[src/rtl/uart_tx_port_if.sv]
// Write handshake between the core's write-back stage and the UART TX port.
//
// Handshake: the master raises uart_wenable for exactly one cycle with the
// word on uart_wdata. The slave answers with a single-cycle uart_wdone once
// the low byte is in its FIFO, either the cycle after the request or later if
// the FIFO was full. The master must not issue another request until it has
// seen uart_wdone for the previous one.
interface uart_tx_port_if;
  logic        uart_wenable;
  logic [31:0] uart_wdata;
  logic        uart_wdone;

  modport master (output uart_wenable, output uart_wdata, input uart_wdone);
  modport slave  (input uart_wenable, input uart_wdata, output uart_wdone);
endinterface

[src/rtl/uart_tx_port.sv]
// UART transmit port: queues the low byte of each write request in a small
// FIFO, acknowledges once queued, and serializes queued bytes as 8N1 frames.
// Optional macro UART_TX_PARITY_EN inserts an even-parity bit before the stop
// bit, giving 11-bit frames.
module uart_tx_port #(
  parameter int CLK_PER_BIT    = 868,
  parameter int FIFO_DEPTH_LOG = 4
) (
  input  logic                 clk,
  input  logic                 rstn,
  uart_tx_port_if.slave        wr,
  output logic                 txd,
  output logic                 busy,
  output logic [2:0]           dbg_state
);

  localparam int DEPTH = 1 << FIFO_DEPTH_LOG;
  localparam int BW    = $clog2(CLK_PER_BIT);
  localparam logic [BW-1:0]           BAUD_LAST = BW'(CLK_PER_BIT - 1);
  localparam logic [FIFO_DEPTH_LOG:0] CNT_FULL  = (FIFO_DEPTH_LOG + 1)'(DEPTH);

`ifdef UART_TX_PARITY_EN
  typedef enum logic [2:0] {S_IDLE, S_START, S_DATA, S_PARITY, S_STOP} state_t;
`else
  typedef enum logic [2:0] {S_IDLE, S_START, S_DATA, S_STOP} state_t;
`endif

  // FIFO storage and bookkeeping
  logic [7:0]                mem_q [DEPTH];
  logic [FIFO_DEPTH_LOG-1:0] wptr_q, wptr_d, rptr_q, rptr_d;
  logic [FIFO_DEPTH_LOG:0]   cnt_q, cnt_d;
  logic                      full, push, pop;
  logic [7:0]                push_byte;

  // Request path: a byte parked while the FIFO is full
  logic       pend_q, pend_d;
  logic [7:0] pend_byte_q, pend_byte_d;
  logic       done_q, done_d;

  // Serializer
  state_t        state_q, state_d;
  logic [BW-1:0] baud_q, baud_d;
  logic [2:0]    bit_q, bit_d;
  logic [7:0]    shift_q, shift_d;
  logic          txd_q, txd_d;
  logic          baud_end;
`ifdef UART_TX_PARITY_EN
  logic          par_q, par_d;
`endif

  // Upper request bits are never transmitted.
  logic unused_wdata;
  assign unused_wdata = ^wr.uart_wdata[31:8];

  assign full     = (cnt_q == CNT_FULL);
  assign baud_end = (baud_q == BAUD_LAST);

  // Request handling: push straight in, or park one byte while full. A new
  // request while a byte is parked is a protocol violation and is dropped.
  always_comb begin
    pend_d      = pend_q;
    pend_byte_d = pend_byte_q;
    done_d      = 1'b0;
    push        = 1'b0;
    push_byte   = wr.uart_wdata[7:0];
    if (pend_q) begin
      if (!full) begin
        push      = 1'b1;
        push_byte = pend_byte_q;
        pend_d    = 1'b0;
        done_d    = 1'b1;
      end
    end else if (wr.uart_wenable) begin
      if (!full) begin
        push   = 1'b1;
        done_d = 1'b1;
      end else begin
        pend_d      = 1'b1;
        pend_byte_d = wr.uart_wdata[7:0];
      end
    end
  end

  // FIFO pointer and occupancy update
  always_comb begin
    wptr_d = wptr_q;
    rptr_d = rptr_q;
    cnt_d  = cnt_q;
    if (push) wptr_d = wptr_q + 1'b1;
    if (pop)  rptr_d = rptr_q + 1'b1;
    unique case ({push, pop})
      2'b10:   cnt_d = cnt_q + 1'b1;
      2'b01:   cnt_d = cnt_q - 1'b1;
      default: cnt_d = cnt_q;
    endcase
  end

  // Frame sequencer; txd_d is the line value for the state being entered.
  always_comb begin
    state_d = state_q;
    baud_d  = baud_q;
    bit_d   = bit_q;
    shift_d = shift_q;
    txd_d   = txd_q;
    pop     = 1'b0;
`ifdef UART_TX_PARITY_EN
    par_d   = par_q;
`endif
    unique case (state_q)
      S_IDLE: begin
        txd_d = 1'b1;
        if (cnt_q != '0) begin
          pop     = 1'b1;
          shift_d = mem_q[rptr_q];
`ifdef UART_TX_PARITY_EN
          par_d   = ^mem_q[rptr_q];
`endif
          baud_d  = '0;
          bit_d   = '0;
          state_d = S_START;
          txd_d   = 1'b0;
        end
      end
      S_START: begin
        if (baud_end) begin
          baud_d  = '0;
          state_d = S_DATA;
          txd_d   = shift_q[0];
        end else begin
          baud_d = baud_q + 1'b1;
        end
      end
      S_DATA: begin
        if (baud_end) begin
          baud_d = '0;
          if (bit_q == 3'd7) begin
`ifdef UART_TX_PARITY_EN
            state_d = S_PARITY;
            txd_d   = par_q;
`else
            state_d = S_STOP;
            txd_d   = 1'b1;
`endif
          end else begin
            bit_d   = bit_q + 1'b1;
            shift_d = shift_q >> 1;
            txd_d   = shift_q[1];
          end
        end else begin
          baud_d = baud_q + 1'b1;
        end
      end
`ifdef UART_TX_PARITY_EN
      S_PARITY: begin
        if (baud_end) begin
          baud_d  = '0;
          state_d = S_STOP;
          txd_d   = 1'b1;
        end else begin
          baud_d = baud_q + 1'b1;
        end
      end
`endif
      S_STOP: begin
        if (baud_end) begin
          baud_d  = '0;
          state_d = S_IDLE;
          txd_d   = 1'b1;
        end else begin
          baud_d = baud_q + 1'b1;
        end
      end
      default: begin
        state_d = S_IDLE;
        txd_d   = 1'b1;
      end
    endcase
  end

  // FIFO storage write; contents need no reset since count guards reads.
  always_ff @(posedge clk) begin
    if (push) mem_q[wptr_q] <= push_byte;
  end

  // State registers with synchronous active-low reset
  always_ff @(posedge clk) begin
    if (!rstn) begin
      wptr_q      <= '0;
      rptr_q      <= '0;
      cnt_q       <= '0;
      pend_q      <= 1'b0;
      pend_byte_q <= '0;
      done_q      <= 1'b0;
      state_q     <= S_IDLE;
      baud_q      <= '0;
      bit_q       <= '0;
      shift_q     <= '0;
      txd_q       <= 1'b1;
`ifdef UART_TX_PARITY_EN
      par_q       <= 1'b0;
`endif
    end else begin
      wptr_q      <= wptr_d;
      rptr_q      <= rptr_d;
      cnt_q       <= cnt_d;
      pend_q      <= pend_d;
      pend_byte_q <= pend_byte_d;
      done_q      <= done_d;
      state_q     <= state_d;
      baud_q      <= baud_d;
      bit_q       <= bit_d;
      shift_q     <= shift_d;
      txd_q       <= txd_d;
`ifdef UART_TX_PARITY_EN
      par_q       <= par_d;
`endif
    end
  end

  assign wr.uart_wdone = done_q;
  assign txd           = txd_q;
  assign busy          = pend_q | (cnt_q != '0) | (state_q != S_IDLE);
  assign dbg_state     = state_q;

endmodule

[src/flat_wrapper.sv]
// flat-port wrapper written by rule: the top's interface ports become plain ports
module uart_tx_port_flat 
#(
  parameter int CLK_PER_BIT    = 868,
  parameter int FIFO_DEPTH_LOG = 4
)
  (clk, rstn, txd, busy, dbg_state, wr_uart_wenable, wr_uart_wdata, wr_uart_wdone);
  uart_tx_port_if wr_i ();
  input  logic clk;
  input  logic rstn;
  output logic txd;
  output logic busy;
  output logic [2:0] dbg_state;
  input wire logic [$bits(wr_i.uart_wenable)-1:0] wr_uart_wenable;
  input wire logic [$bits(wr_i.uart_wdata)-1:0] wr_uart_wdata;
  output wire logic [$bits(wr_i.uart_wdone)-1:0] wr_uart_wdone;
  assign wr_i.uart_wenable = wr_uart_wenable;
  assign wr_i.uart_wdata = wr_uart_wdata;
  assign wr_uart_wdone = wr_i.uart_wdone;
  uart_tx_port #(.CLK_PER_BIT(CLK_PER_BIT), .FIFO_DEPTH_LOG(FIFO_DEPTH_LOG)) u_core (.clk(clk), .rstn(rstn), .wr(wr_i), .txd(txd), .busy(busy), .dbg_state(dbg_state));
endmodule
[config.mk]
export PLATFORM = sky130hd
export DESIGN_NAME = uart_tx_port_flat
export DESIGN_NICKNAME = d
export VERILOG_FILES = /design/src/rtl/uart_tx_port_if.sv /design/src/rtl/uart_tx_port.sv /design/src/flat_wrapper.sv
export SDC_FILE = /design/constraint.sdc
export NUM_CORES = 1
export LEC_CHECK = 0
export BUFFER_PORTS_ARGS = -buffer_cell sky130_fd_sc_hd__buf_2
export CAP_MARGIN = 20
export CORE_ASPECT_RATIO = 1.1
export CORE_MARGIN = 3
export CORE_UTILIZATION = 25
export CTS_CLUSTER_SIZE = 16
export DETAILED_ROUTE_END_ITERATION = 6
export PLACE_DENSITY = 0.35
export SYNTH_ARGS = -nofsm -noshare
export SYNTH_HDL_FRONTEND = slang
export SYNTH_SLANG_ARGS = --single-unit
[constraint.sdc]
create_clock -name clk -period 5.7 [get_ports clk]
set_clock_uncertainty 0.15 [all_clocks]
set_input_delay 1.14 -clock clk [delete_from_list [all_inputs] [get_ports clk]]
set_output_delay 1.14 -clock clk [all_outputs]
set_load 0.01 [all_outputs]
Word level (Yosys, flattened, before mapping)
Memory sizes are Yosys's and may differ from the RTL's. A register that Yosys moved wholly into a read port is not among the register bits.
Index checks and enable logic that the tools add are counted.
W data, S select, Z words.

operators by class
  $add $sub $neg = 6
  $mul = 0
  div/mod/pow operators = 0
  magnitude comparators = 0
  equality and inequality tests = 14
  shift operators = 0
  muxes and demuxes = 38
  bitwise operators = 3
  reductions and logical operators = 12

operators by type and width
  cell                     number
  $mux W8                  5
  $mux W3                  8
  $mux W10                 2
  $pmux W10 S2             1
  $pmux W8 S2              1
  $mux W1                  15
  $pmux W3 S4              1
  $add A10 B1 Y10 const B  1
  $eq A10 B10 Y1 const B   1
  $ne A2 B1 Y1 const B     5
  $pmux W5 S2              1
  $add A4 B1 Y4 const B    2
  $mux W4                  2
  $eq A3 B2 Y1 const B     2
  $pmux W3 S2              1
  $reduce_bool A2 Y1       3
  $add A5 B1 Y5 const B    1
  $eq A5 B5 Y1 const B     1
  $reduce_and A5 Y1        1
  $reduce_bool A5 Y1       1
  $sub A5 B1 Y5 const B    1
  $pmux W1 S4              1
  $reduce_and A2 Y1        2
  $reduce_and A4 Y1        1
  other kinds (12)         13

word-level totals
  bits in registers = 48
  bits in latches = 0
  RAM bits = 128
  ROM bits = 0
  input bits = 35
  output and inout bits = 6
  logic and storage cells = 85
  memories kept = 1

memories
  memory        words  width  read ports  clocked after memory_dff  wr ports  RTL line            text
  u_core.mem_q  16     8      1           1                         1         uart_tx_port.sv:29  logic [7:0] mem_q [DEPTH];

Longest topological paths before layout
Gate-level depths: netlist of the first run.

  depth in word-level cells = 6
  gate-level depth with buffers = 13
  depth with buffers taken out = 11

Worst setup path before layout of the first run
No wires, ideal clock.

  path kind = in2reg
  from = in wr_uart_wenable
  to = reg u_core.cnt_q[4]
  library setup time = 72 ps
  data arrival time = 3239 ps
  required time = 5478 ps
  path slack = 2239 ps
  cell stages on the path = 12
  path buffers = 1
  cells stage by stage = nor2_1 > a21oi_1 > inv_1 > ha_1 > clkbuf_1 > xor2_1 > ha_1 > a211o_1 > nand2_1 > nand3b_1 > a31oi_1 > mux2i_1

between the ends
  word-level cells in the longest chain between the ends = 4
  elaborated cells on any way between the ends = 6
  those cells by class = 2 x eq/ne; 3 x mux; 1 x reduce/logical

ends and longest elaborated chain
  element                                            RTL line             text
  start, declared                                    flat_wrapper.sv:14   input wire logic [$bits(wr_i.uart_wenable)-1:0] wr_uart_wenable;
  $mux W1 *                                          uart_tx_port.sv:73   end else if (wr.uart_wenable) begin
  $mux W1 *                                          uart_tx_port.sv:66   if (pend_q) begin
  $eq A2 B1 Y1 or $eq A2 B2 Y1 (tied branches)       uart_tx_port.sv:91   unique case ({push, pop})
  $pmux W5 S2 or $reduce_bool A2 Y1 (tied branches)  --
  end signal, assigned                               uart_tx_port.sv:205  cnt_q <= cnt_d;
  end, declared                                      uart_tx_port.sv:31   logic [FIFO_DEPTH_LOG:0] cnt_q, cnt_d;

Every way passes the cells marked *; elsewhere a longest branch is shown, timed or not.
A chain may end at the register's enable or synchronous reset.

Worst setup path in the final report of the first run
  from = reg u_core.state_q[0], in the netlist u_core.dbg_state[0]
  to = out busy

between the ends
  word-level cells in the longest chain between the ends = 2

ends and longest elaborated chain
  element                 RTL line             text
  start, declared         uart_tx_port.sv:41   state_t state_q, state_d;
  start signal, assigned  uart_tx_port.sv:209  state_q <= state_d;
  $reduce_bool A3 Y1      uart_tx_port.sv:222  assign busy = pend_q | (cnt_q != '0) | (state_q != S_IDLE);
  $or A1 B1 Y1            uart_tx_port.sv:222
  end, declared           flat_wrapper.sv:12   output logic busy;

No other way between the ends.

==> results of run 1 <==
## per-layer routing
| metal | up-vias | GRT usage, % | wire length, um |
|---|---|---|---|
| met3 | 14 | 1.97 | 315 |
| met1 | 2140 | 15.2 | 8100 |
| li1 | 1899 | - | - |
| met4 | 0 | 3.71 | 281 |
| met2 | 45 | 18.4 | 8630 |
| met5 | - | 0 | 0 |
## where the power goes
part	total [W]	switching [W]	internal, W	leakage [nW]
logic	0.00103	0.000601	0.000429	0.940
clock network	0.00116	0.000567	0.000592	0.288
registers	0.00160	0.0000928	0.00151	1.57
total	0.00379	0.00126	0.00253	2.80
## metrics by stage
stage	hold slack [ps]	util, %	instances	area (um2)	total power (W)
floorplan	279	-	494	7450	0.00237
global placement	302	27.3	855	7930	0.00266
detailed placement	296	27.3	855	7930	0.00268
CTS	310	29.3	887	8520	0.00385
global route	332	29.3	887	8520	0.00403
finish	307	29.3	887	8520	0.00379
## state kept, by name, indices dropped and copies added, names as in the netlist, named ones only
signal,count
u_core.mem_q,128
u_core.baud_q,10
u_core.pend_byte_q,8
u_core.shift_q,8
u_core.cnt_q,5
u_core.rptr_q,4
u_core.wptr_q,4
u_core.bit_q,3
u_core.dbg_state,2
u_core.pend_q,1
u_core.txd,1
u_core.wr.uart_wdone,1
## cell usage in the layout, fill, tap and decap left out, drive strengths merged, types with 14 or more instances in the layout
cell	synthesis	routed
edfxtp	128	128
dfxtp	51	51
mux4	32	32
nor2	29	29
a22oi	20	20
nor2b	19	19
nand2	18	18
ha	18	18
clkbuf	16	18
buf	9	18
inv	8	17
nand2b	14	14
## layout make-up
cell class	count	area share (%)
multi-input cells	282	29.0
clock buffers	18	5.04
inverters	8	0.353
repair buffers	18	1.15
clock inverters	14	1.88
flip-flops and latches	179	57.1
well taps	368	5.41
## worst reg2reg max path: cells and delay by family, from the launching register on
kind	cells	cell delay, ps
AND/OR/NAND/NOR	3	820
AO/OA/AOI/OAI	3	810
adder cells (fa/ha/maj)	2	640
flip-flops	1	400
XOR/XNOR	1	190
multiplexers	1	190
## logic make-up after synthesis
group | Yosys count | synth area share (%)
compound gates | 62 | 5.69
other cells | 1 | 0.0503
fa+ha+maj | 18 | 3.02
simple gates | 130 | 9.42
flops | 179 | 65.3
xor+xnor | 18 | 2.12
buf+inv | 33 | 1.78
mux | 53 | 12.6
## cell usage after synthesis (2+ instances only)
| cell | n | area [um2] |
|---|---|---|
| sky130_fd_sc_hd__a22oi_1 | 20 | 150 |
| sky130_fd_sc_hd__nor3_1 | 12 | 60.1 |
| sky130_fd_sc_hd__nand4_1 | 5 | 31.3 |
| sky130_fd_sc_hd__mux2_2 | 8 | 90.1 |
| sky130_fd_sc_hd__mux2i_1 | 13 | 130 |
| sky130_fd_sc_hd__xor2_1 | 6 | 52.6 |
| sky130_fd_sc_hd__nor4_1 | 2 | 12.5 |
| sky130_fd_sc_hd__nor2b_1 | 19 | 119 |
| sky130_fd_sc_hd__nand3_1 | 6 | 30.0 |
| sky130_fd_sc_hd__xnor2_1 | 12 | 105 |
| sky130_fd_sc_hd__buf_2 | 4 | 20.0 |
| sky130_fd_sc_hd__mux4_2 | 32 | 721 |
| sky130_fd_sc_hd__o21ai_0 | 8 | 40.0 |
| sky130_fd_sc_hd__a21oi_1 | 9 | 45.0 |
| sky130_fd_sc_hd__edfxtp_1 | 128 | 3840 |
| sky130_fd_sc_hd__a21boi_0 | 3 | 22.5 |
| sky130_fd_sc_hd__dfxtp_1 | 51 | 1020 |
| sky130_fd_sc_hd__nor2_1 | 29 | 109 |
| sky130_fd_sc_hd__clkbuf_1 | 16 | 60.1 |
| sky130_fd_sc_hd__nor3b_1 | 3 | 22.5 |
| sky130_fd_sc_hd__a21o_1 | 2 | 15.0 |
| sky130_fd_sc_hd__buf_1 | 4 | 15.0 |
| sky130_fd_sc_hd__nand2b_1 | 14 | 87.6 |
| sky130_fd_sc_hd__ha_1 | 18 | 225 |
| sky130_fd_sc_hd__o221ai_1 | 5 | 43.8 |
| sky130_fd_sc_hd__and2_1 | 12 | 75.1 |
| sky130_fd_sc_hd__inv_1 | 8 | 30.0 |
| sky130_fd_sc_hd__nand2_1 | 18 | 67.6 |
| sky130_fd_sc_hd__nand4b_1 | 2 | 17.5 |
| sky130_fd_sc_hd__a31oi_1 | 6 | 37.5 |
## worst max path at each step
stage	from	to	slack [ps]
6_report	u_core.dbg_state[0]	busy	2080
5_1_grt	u_core.cnt_q[1]	busy	1870
4_1_cts	u_core.cnt_q[1]	busy	2060
3_5_place_dp	wr_uart_wenable	u_core.cnt_q[4]	2350
3_3_place_gp	wr_uart_wenable	u_core.cnt_q[4]	2360
2_1_floorplan	wr_uart_wenable	u_core.cnt_q[4]	2240
==> Implementation_results.wiki, run 1 <==
{| class="wikitable"
! Metric !! Value
|-
| Pre-CTS setup slack || 2350 ps
|-
| Final critical delay including setup and external delays || 3620 ps
|-
| Global placement routability congestion || 0.702
|-
| Crit. path cell count || 6
|-
| Remaining design rule violation count || 0
|-
| Endpoint, Worst Hold || u_core.shift_q[7]
|-
| Startpoint of the worst register-to-register path || u_core.cnt_q[1]
|-
| Slowest CP cell || sky130_fd_sc_hd__and2_0
|-
| Status || finished clean
|-
| Via count of the first global-routing pass || 4154
|-
| Number of post-CTS setup repair buffers || 0
|-
| Multi-input gate area || 0.00247 mm2
|-
| Port Buffer Count || 15
|-
| # nets final || 559
|-
| Number of flops mapped to enable cells by yosys || 128
|-
| Drt total wl || 17300 um
|-
| Core region area || 0.0290 mm2
|-
| Final TNS setup || 0 ps
|-
| Buffers & Inverters on Critical Path || 2
|-
| Die X || 171 um
|-
| FMAX || 276 MHz
|-
| Count of different cell masters after synthesis || 49
|-
| Slew at the pin with the worst max-slew slack || 980 ps
|-
| Highest ir drop seen on vdd || 0.000199 V
|-
| Clock transition at the registers of the reported paths || 70 ps
|-
| Hold path startpoint || u_core.shift_q[7]
|-
| Via count normalized by instance count || 4.62
|-
| Global-route wire length before repair || 26400 um
|-
| Flops & latches, synth || 179
|-
| Filler cell count || 2868
|-
| Critical path capture point type || output port
|-
| Final Hold Viols || 0
|-
| Worst hold path class || reg -> reg
|-
| Crit share post-route || 63.5%
|-
| Initial cell density of the core || 25.7%
|-
| Maximum number of pins on one net before global-route repair || 46
|-
| Share of the yosys chip area belonging to registers || 65.3%
|-
| Remaining antenna violation count || 0
|-
| Setup Crit Path Kind || reg -> out
|-
| Maximum Capacitance Violations || 0
|-
| Vert. Die Dim || 187 um
|-
| Largest driver fanout on the critical path || 8
|-
| Standard-cell rows || 65
|-
| Register-to-register setup slack || 2420 ps
|-
| Worst path max stage delay || 490 ps
|-
| Routed len/inst || 19.5 um
|-
| Number of cells on the worst reg-to-reg path || 10
|-
| CTS H-Tree Depth || 4
|-
| Diode count || 0
|-
| Setup slack of the critical path after layout || 2080 ps
|-
| Leakage component of the power || 2.80 nW
|-
| Combined global-route utilization of all metal layers || 11.3%
|-
| Syn_area_per_cell || 15.1 um2
|-
| Unrepaired setup endpoints after global routing || false
|-
| Number of warnings issued by yosys || 0
|-
| Number of resized instances in the post-cts repair step || 0
|-
| Worst hold path cell count || 2
|-
| Clk buf depth || 2
|-
| Number of antenna violations at the first check in global routing || 0
|-
| Async set or reset register ratio after synthesis || 0%
|-
| Clk Tree Root Cell || sky130_fd_sc_hd__clkbuf_16
|-
| # hold bufs at CTS || 0
|-
| Ports placed on the boundary || 41
|-
| Total power density per cell area || 445 mW/mm2
|-
| Endpoints failing setup || 0
|-
| Crit start category || flip-flop
|-
| Area overhead of the layout relative to synthesis || 14.3%
|-
| Sum of overflow across all layers after global routing || 0
|-
| Post-DP HPWL || 11000 um
|-
| Post-synthesis instance total || 494
|-
| Worst-skew pair later-pin latency || 430 ps
|-
| Number of buffers created by CTS || 17
|-
| Number of clock sinks seen by CTS || 179
|-
| Sequential cell area in the final layout || 0.00487 mm2
|-
| Kind of cell adding the most delay to the critical path || simple AND/OR/NAND/NOR gates
|-
| Total standard cell area after synthesis || 0.00745 mm2
|-
| Critical Path, Cell by Cell || inv_1 > ha_1 > nor2b_1 > and2_0 > nand2b_1 > buf_2
|-
| Layout cells sized above 1 || 19.1%
|-
| Total vias in the final route || 4098
|-
| Overall die area || 0.0319 mm2
|-
| First-pass iteration count of the detailed router || 4
|-
| Worst R2R End || u_core.cnt_q[4]
|-
| Syn_nets || 547
|-
| TritonCTS clock tree || built
|-
| DRC marker count from the first detailed-route iteration || 272
|-
| Slew HR || 34.0%
|-
| Arrival time of data at the critical path endpoint || 2330 ps
|-
| Final Max Tran Viols || 0
|-
| Worst path required time || 4410 ps
|-
| Commonest register cell after synthesis || sky130_fd_sc_hd__edfxtp_1
|}
Power figures use the tool's default switching activity.
==> inputs of run 2 (changes only) <==
--- a/config.mk
+++ b/config.mk
@@ -12,7 +12,7 @@
 export CORE_UTILIZATION = 25
 export CTS_CLUSTER_SIZE = 16
 export DETAILED_ROUTE_END_ITERATION = 6
-export PLACE_DENSITY = 0.35
+export PLACE_DENSITY = 0.37
 export SYNTH_ARGS = -nofsm -noshare
 export SYNTH_HDL_FRONTEND = slang
 export SYNTH_SLANG_ARGS = --single-unit
==> constraint.sdc (replaced) <==
create_clock -name clk -period 3.02 [get_ports clk]
set_clock_uncertainty 0.15 [all_clocks]
set_input_delay 0.604 -clock clk [delete_from_list [all_inputs] [get_ports clk]]
set_output_delay 0.604 -clock clk [all_outputs]
set_load 0.01 [all_outputs]
==> Implementation_results.wiki, run 2 (synthesis results as in run 1) <==
{| class="wikitable"
! Metric !! Value
|-
| Status || finished clean
|-
| Total power density per cell area || 838 mW/mm2 (+88%)
|-
| Maximum Capacitance Violations || 0 (unchanged)
|-
| Drt total wl || 17000 um (-1.9%)
|-
| Area overhead of the layout relative to synthesis || 16.7%
|-
| Combined global-route utilization of all metal layers || 11.2% (-0.034 points)
|-
| Global-route wire length before repair || 26500 um (+0.37%)
|-
| Final Max Tran Viols || 0 (unchanged)
|-
| Critical path capture point type || output port
|-
| Clk Tree Root Cell || sky130_fd_sc_hd__clkbuf_16
|-
| DRC marker count from the first detailed-route iteration || 214 (-21%)
|-
| Via count of the first global-routing pass || 4335 (+4.4%)
|-
| Slew at the pin with the worst max-slew slack || 758 ps (-223 ps)
|-
| Worst-skew pair later-pin latency || 440 ps (about the same)
|-
| Endpoints failing setup || 0 (unchanged)
|-
| Ports placed on the boundary || 41 (unchanged)
|-
| Pre-CTS setup slack || 352 ps (-1990 ps)
|-
| Initial cell density of the core || 25.7% (unchanged)
|-
| TritonCTS clock tree || built
|-
| Via count normalized by instance count || 4.50 (-2.5%)
|-
| Overall die area || 0.0319 mm2 (unchanged)
|-
| Clock transition at the registers of the reported paths || 80 ps (about the same)
|-
| Routed len/inst || 18.7 um (-4.4%)
|-
| Diode count || 0 (unchanged)
|-
| Setup slack of the critical path after layout || 221 ps (-1860 ps)
|-
| Regs by FF count || u_core.mem_q (128), u_core.baud_q (10)
|-
| First-pass iteration count of the detailed router || 4 (unchanged)
|-
| Die X || 171 um (unchanged)
|-
| CTS H-Tree Depth || 4 (unchanged)
|-
| Worst path required time || 2270 ps (-2140 ps)
|-
| Unrepaired setup endpoints after global routing || false
|-
| Port Buffer Count || 15 (unchanged)
|-
| Largest register FFs || 128 (unchanged)
|-
| Most used cells in the layout excluding fill and tap cells || 128 x sky130_fd_sc_hd__edfxtp_1, 50 x sky130_fd_sc_hd__dfxtp_1, 32 x sky130_fd_sc_hd__mux4_2, 29 x sky130_fd_sc_hd__nor2_1, 26 x sky130_fd_sc_hd__buf_4
|-
| Worst hold path class || in -> reg
|-
| Clk buf depth || 2 (unchanged)
|-
| Number of clock sinks seen by CTS || 179 (unchanged)
|-
| Final critical delay including setup and external delays || 2800 ps
|-
| Post-DP HPWL || 11500 um (+4.5%)
|-
| Crit start category || flip-flop
|-
| Vert. Die Dim || 187 um (unchanged)
|-
| Maximum number of pins on one net before global-route repair || 25 (-46%)
|-
| Standard-cell rows || 65 (unchanged)
|-
| # nets final || 583 (+4.3%)
|-
| Filler cell count || 2874 (+0.21%)
|-
| Number of antenna violations at the first check in global routing || 0 (unchanged)
|-
| Arrival time of data at the critical path endpoint || 2050 ps (-280 ps)
|-
| Global placement routability congestion || 0.721 (+2.7%)
|-
| Largest driver fanout on the critical path || 8 (unchanged)
|-
| Highest ir drop seen on vdd || 0.000382 V (+92%)
|-
| Leakage component of the power || 2.92 nW (+4.1%)
|-
| Remaining design rule violation count || 0 (unchanged)
|-
| Layout cells sized above 1 || 22.5% (+3.4 points)
|-
| # hold bufs at CTS || 0 (unchanged)
|-
| Remaining antenna violation count || 0 (unchanged)
|-
| Total vias in the final route || 4103 (+0.12%)
|-
| Setup Crit Path Kind || reg -> out
|-
| Final Hold Viols || 0 (unchanged)
|-
| Final TNS setup || 0 ps (unchanged)
|-
| Sum of overflow across all layers after global routing || 0 (unchanged)
|-
| Number of post-CTS setup repair buffers || 0 (unchanged)
|-
| Crit share post-route || 92.7%
|-
| Core region area || 0.0290 mm2 (unchanged)
|-
| Number of buffers created by CTS || 17 (unchanged)
|-
| Largest register by flop count || u_core.mem_q
|-
| Slew HR || 49.0% (+15 points)
|-
| FMAX || 357 MHz
|-
| Hold Slack || 278 ps (-28.6 ps)
|-
| Most common cell after layout, fill and taps aside || sky130_fd_sc_hd__edfxtp_1
|}
## run 2: cell types whose count changed in the layout (fill, tap and decap cells not counted), moves of 2 or more
cell	delta
sky130_fd_sc_hd__nor3_2	-4
sky130_fd_sc_hd__nor3_1	+4
sky130_fd_sc_hd__clkinv_4	+2
sky130_fd_sc_hd__inv_6	-3
sky130_fd_sc_hd__clkinv_8	-2
sky130_fd_sc_hd__buf_4	+23
sky130_fd_sc_hd__inv_8	+3
## run 2: layer usage
| metal | wire (um) | up-vias | part of all wire, % | global-route usage, % |
|---|---|---|---|---|
| met4 | 254 | 0 | 1.5 | 3.62 |
| met3 | 383 | 17 | 2.3 | 2.47 |
| met5 | 0 | - | 0 | 0 |
| met1 | 7690 | 2088 | 45 | 14.5 |
| li1 | - | 1954 | - | - |
| met2 | 8660 | 44 | 51 | 18.7 |
## run 2: final timing paths
kind / to / slack [ps] / depth (start not counted) / start
worst max-delay path: busy / 220 / 6 / u_core.dbg_state[1]
worst min-delay path: u_core.pend_byte_q[5] / 280 / 3 / wr_uart_wdata[5]
worst max register to register: u_core.cnt_q[4] / 390 / 11 / u_core.dbg_state[1]
worst min register to register: u_core.shift_q[7] / 320 / 2 / u_core.shift_q[7]
## run 2: through the flow
stage	power (W)	util [%]	cell area, um2	cells
after CTS	0.00741	29.9	8690	911
after detailed placement	0.00518	27.9	8110	879
final	0.00729	30.0	8700	911
after floorplan	0.00449	-	7460	494
after global routing	0.00772	30.0	8700	911
after global placement	0.00515	27.9	8110	879
## run 2: layout make-up
| type | count | area (um2) | area share, % |
|---|---|---|---|
| inverters | 8 | 30.0 | 0.345 |
| repair buffers | 42 | 290 | 3.34 |
| well taps | 368 | 460 | 5.29 |
| flip-flops and latches | 179 | 4870 | 55.9 |
| clock buffers | 17 | 425 | 4.89 |
| clock inverters | 15 | 160 | 1.84 |
| multi-input cells | 282 | 2470 | 28.4 |
## run 2: where the power goes
part           total (W)  switching [W]  internal, W
Sequential       0.00303       0.000177      0.00285
Clock            0.00219        0.00108      0.00111
Combinational    0.00207        0.00116     0.000913
Total            0.00729        0.00241      0.00487
## run 2: timing repair
action / 4_1_cts / 5_1_grt
hold endpoints to repair: 0 / 0
setup endpoints to repair: 1 / 2
gates resized for setup: 1 / 2
## run 2: worst max-delay path, stage by stage (launching register included)
cell	delay, ps
sky130_fd_sc_hd__dfxtp_1	370
sky130_fd_sc_hd__inv_1	130
sky130_fd_sc_hd__ha_2	270
sky130_fd_sc_hd__nor2b_1	320
sky130_fd_sc_hd__and2_2	320
sky130_fd_sc_hd__nand2b_1	70
sky130_fd_sc_hd__buf_2	140
==> inputs of run 3 (changes only) <==
--- a/config.mk
+++ b/config.mk
@@ -9,10 +9,10 @@
 export CAP_MARGIN = 20
 export CORE_ASPECT_RATIO = 1.1
 export CORE_MARGIN = 3
-export CORE_UTILIZATION = 25
+export CORE_UTILIZATION = 55
 export CTS_CLUSTER_SIZE = 16
 export DETAILED_ROUTE_END_ITERATION = 6
-export PLACE_DENSITY = 0.37
+export PLACE_DENSITY = 0.72
 export SYNTH_ARGS = -nofsm -noshare
 export SYNTH_HDL_FRONTEND = slang
 export SYNTH_SLANG_ARGS = --single-unit
==> Implementation_results.wiki, run 3 (synthesis results as in run 1) <==
{| class="wikitable"
! Metric !! Value
|-
| Hold Slack || 300 ps (+21.5 ps)
|-
| Crit path from || u_core.dbg_state[0]
|-
| Number of clock sinks seen by CTS || 179 (unchanged)
|-
| Sum of overflow across all layers after global routing || 0 (unchanged)
|-
| Die X || 117 um (-31%)
|-
| Total power density per cell area || 843 mW/mm2 (+0.66%)
|-
| Slew HR || 52.8% (+3.7 points)
|-
| Final critical delay including setup and external delays || 2780 ps (-17.3 ps)
|-
| DRC marker count from the first detailed-route iteration || 382 (+79%)
|-
| Hold path startpoint || wr_uart_wdata[0]
|-
| Vert. Die Dim || 128 um (-32%)
|-
| Clock transition at the registers of the reported paths || 60 ps (-20 ps)
|-
| First-pass iteration count of the detailed router || 5 (+1)
|-
| Routed len/inst || 20.3 um (+8.7%)
|-
| Count of placed standard cells including taps || 664 (-24%)
|-
| Critical path capture point type || output port
|-
| Number of antenna violations at the first check in global routing || 0 (unchanged)
|-
| Overall die area || 0.0150 mm2 (-53%)
|-
| Core region area || 0.0129 mm2 (-56%)
|-
| Final TNS setup || 0 ps (unchanged)
|-
| Largest register FFs || 128 (unchanged)
|-
| FMAX || 359 MHz (+0.62%)
|-
| Standard-cell rows || 43 (-34%)
|-
| Diode count || 0 (unchanged)
|-
| Area overhead of the layout relative to synthesis || 12.5%
|-
| Relative contribution of the clock network to total power || 29.8% (-0.2 points)
|-
| Worst-skew pair later-pin latency || 430 ps (about the same)
|-
| Cell Int Power || 0.00493 W (+1.2%)
|-
| Clk buf depth || 2 (unchanged)
|-
| Largest driver fanout on the critical path || 8 (unchanged)
|-
| Net switching power of the design || 0.00213 W (-12%)
|-
| Post-DP Area || 0.00782 mm2 (-3.6%)
|-
| Largest register by flop count || u_core.mem_q
|-
| Crit start category || flip-flop
|-
| TritonCTS clock tree || built
|-
| Regs by FF count || u_core.mem_q (128), u_core.baud_q (10)
|-
| Number of post-CTS setup repair buffers || 0 (unchanged)
|-
| Fraction of power consumed by combinational cells || 27.7% (-0.7 points)
|-
| Highest ir drop seen on vdd || 0.000627 V (+64%)
|-
| Final Hold Viols || 0 (unchanged)
|-
| Startpoint of the worst register-to-register path || u_core.cnt_q[1]
|-
| Remaining antenna violation count || 0 (unchanged)
|-
| Number of buffers created by CTS || 17 (unchanged)
|-
| Combined global-route utilization of all metal layers || 20.8% (+9.5 points)
|-
| Via count of the first global-routing pass || 4237 (-2.3%)
|-
| Global-route wire length before repair || 22700 um (-14%)
|-
| Arrival time of data at the critical path endpoint || 2030 ps (-20 ps)
|-
| Finished Cell Area || 0.00838 mm2 (-3.7%)
|-
| Most used cells in the layout excluding fill and tap cells || 128 x sky130_fd_sc_hd__edfxtp_1, 50 x sky130_fd_sc_hd__dfxtp_1, 32 x sky130_fd_sc_hd__mux4_2, 29 x sky130_fd_sc_hd__nor2_1, 22 x sky130_fd_sc_hd__buf_4
|-
| CTS H-Tree Depth || 4 (unchanged)
|-
| Setup Crit Path Kind || reg -> out
|-
| Remaining design rule violation count || 0 (unchanged)
|-
| Maximum number of pins on one net before global-route repair || 33 (+32%)
|-
| Worst hold path class || in -> reg
|-
| Leakage component of the power || 2.88 nW (-1.2%)
|-
| Via count normalized by instance count || 5.92 (+32%)
|-
| Clk Tree Root Cell || sky130_fd_sc_hd__clkbuf_16
|-
| Worst path required time || 2270 ps (about the same)
|-
| Crit share post-route || 92.1% (-0.57 points)
|-
| # nets final || 579 (-0.69%)
|-
| Maximum Capacitance Violations || 0 (unchanged)
|-
| Global placement routability congestion || 0.830 (+15%)
|-
| Non-filler cells in the finished layout || 695 (-24%)
|-
| Ports placed on the boundary || 41 (unchanged)
|-
| Endpoints failing setup || 0 (unchanged)
|-
| Final Max Tran Viols || 0 (unchanged)
|-
| Share of total power consumed by net switching || 30.2% (-2.9 points)
|-
| Status || finished clean
|-
| Layout cells sized above 1 || 20.4% (-2.0 points)
|-
| Initial cell density of the core || 57.7% (+32 points)
|-
| Most common cell after layout, fill and taps aside || sky130_fd_sc_hd__edfxtp_1
|-
| Sequential group share of total power || 42.4% (+0.9 points)
|-
| Unrepaired setup endpoints after global routing || false
|-
| Drt total wl || 14100 um (-17%)
|-
| Post-DP HPWL || 9100 um (-21%)
|-
| Slew at the pin with the worst max-slew slack || 707 ps (-50.4 ps)
|-
| Total vias in the final route || 4117 (+0.34%)
|-
| Port Buffer Count || 15 (unchanged)
|}
-- run 3: cell types whose count changed in the layout (fill, tap and decap cells not counted), sizes merged --
cell	delta
bufinv	+2
inv	-6
clkbuf	+2
clkinv	+1
buf	-4
-- run 3: per-stage QoR --
| step | total power (W) | setup WS (ps) | util (%) |
|---|---|---|---|
| 3_3_place_gp | 0.00494 | 404 | 60.5 |
| 3_5_place_dp | 0.00502 | 326 | 60.5 |
| 6_report | 0.00707 | 238 | 64.9 |
| 2_1_floorplan | 0.00449 | 14.7 | - |
| 4_1_cts | 0.00713 | 113 | 64.9 |
| 5_1_grt | 0.00744 | 61.6 | 64.9 |
-- run 3: cell type report --
type                       count  area, um2
timing repair buffer          38        260
sequential                   179       4870
clock buffer                  19        433
multi-input combinational    282       2460
tap                          157        196
fill                         890       4530
inverter                       8       30.0
clock inverter                12        131
-- run 3: metal layers --
metal	global-route usage, %	share of wire, %
met1	28.8	43
met5	0	0
met2	31.8	50
met4	8.70	1.9
met3	4.77	5.3
-- run 3: worst max-delay path: stages, from the launching register on --
cell and delay (ps):
sky130_fd_sc_hd__dfxtp_1 340, sky130_fd_sc_hd__inv_1 130, sky130_fd_sc_hd__ha_1 280, sky130_fd_sc_hd__nor2b_1 270, sky130_fd_sc_hd__and2_1 360, sky130_fd_sc_hd__nand2b_1 80
sky130_fd_sc_hd__buf_2 140
-- run 3: repair_timing --
action	4_1_cts	5_1_grt
resized for setup	0	1
hold buffers	0	0
endpoints found under the setup margin	0	1
-- run 3: final timing paths --
kind / cells after the start / endpoint / slack (ps)
setup / recovery: 6 / busy / 240
hold / removal: 3 / u_core.pend_byte_q[0] / 300
setup reg to reg: 9 / u_core.cnt_q[4] / 320
hold reg to reg: 2 / u_core.shift_q[7] / 310
-- run 3: power groups by stage --
| stage | logic (W) | registers [W] | clock network [W] |
|---|---|---|---|
| after floorplan | 0.00149 | 0.00299 | 0 |
| after global placement | 0.00191 | 0.00303 | 0 |
| after global routing | 0.00217 | 0.00303 | 0.00224 |
| after detailed placement | 0.00198 | 0.00305 | 0 |
| after CTS | 0.00199 | 0.00300 | 0.00214 |
| final | 0.00196 | 0.00300 | 0.00211 |
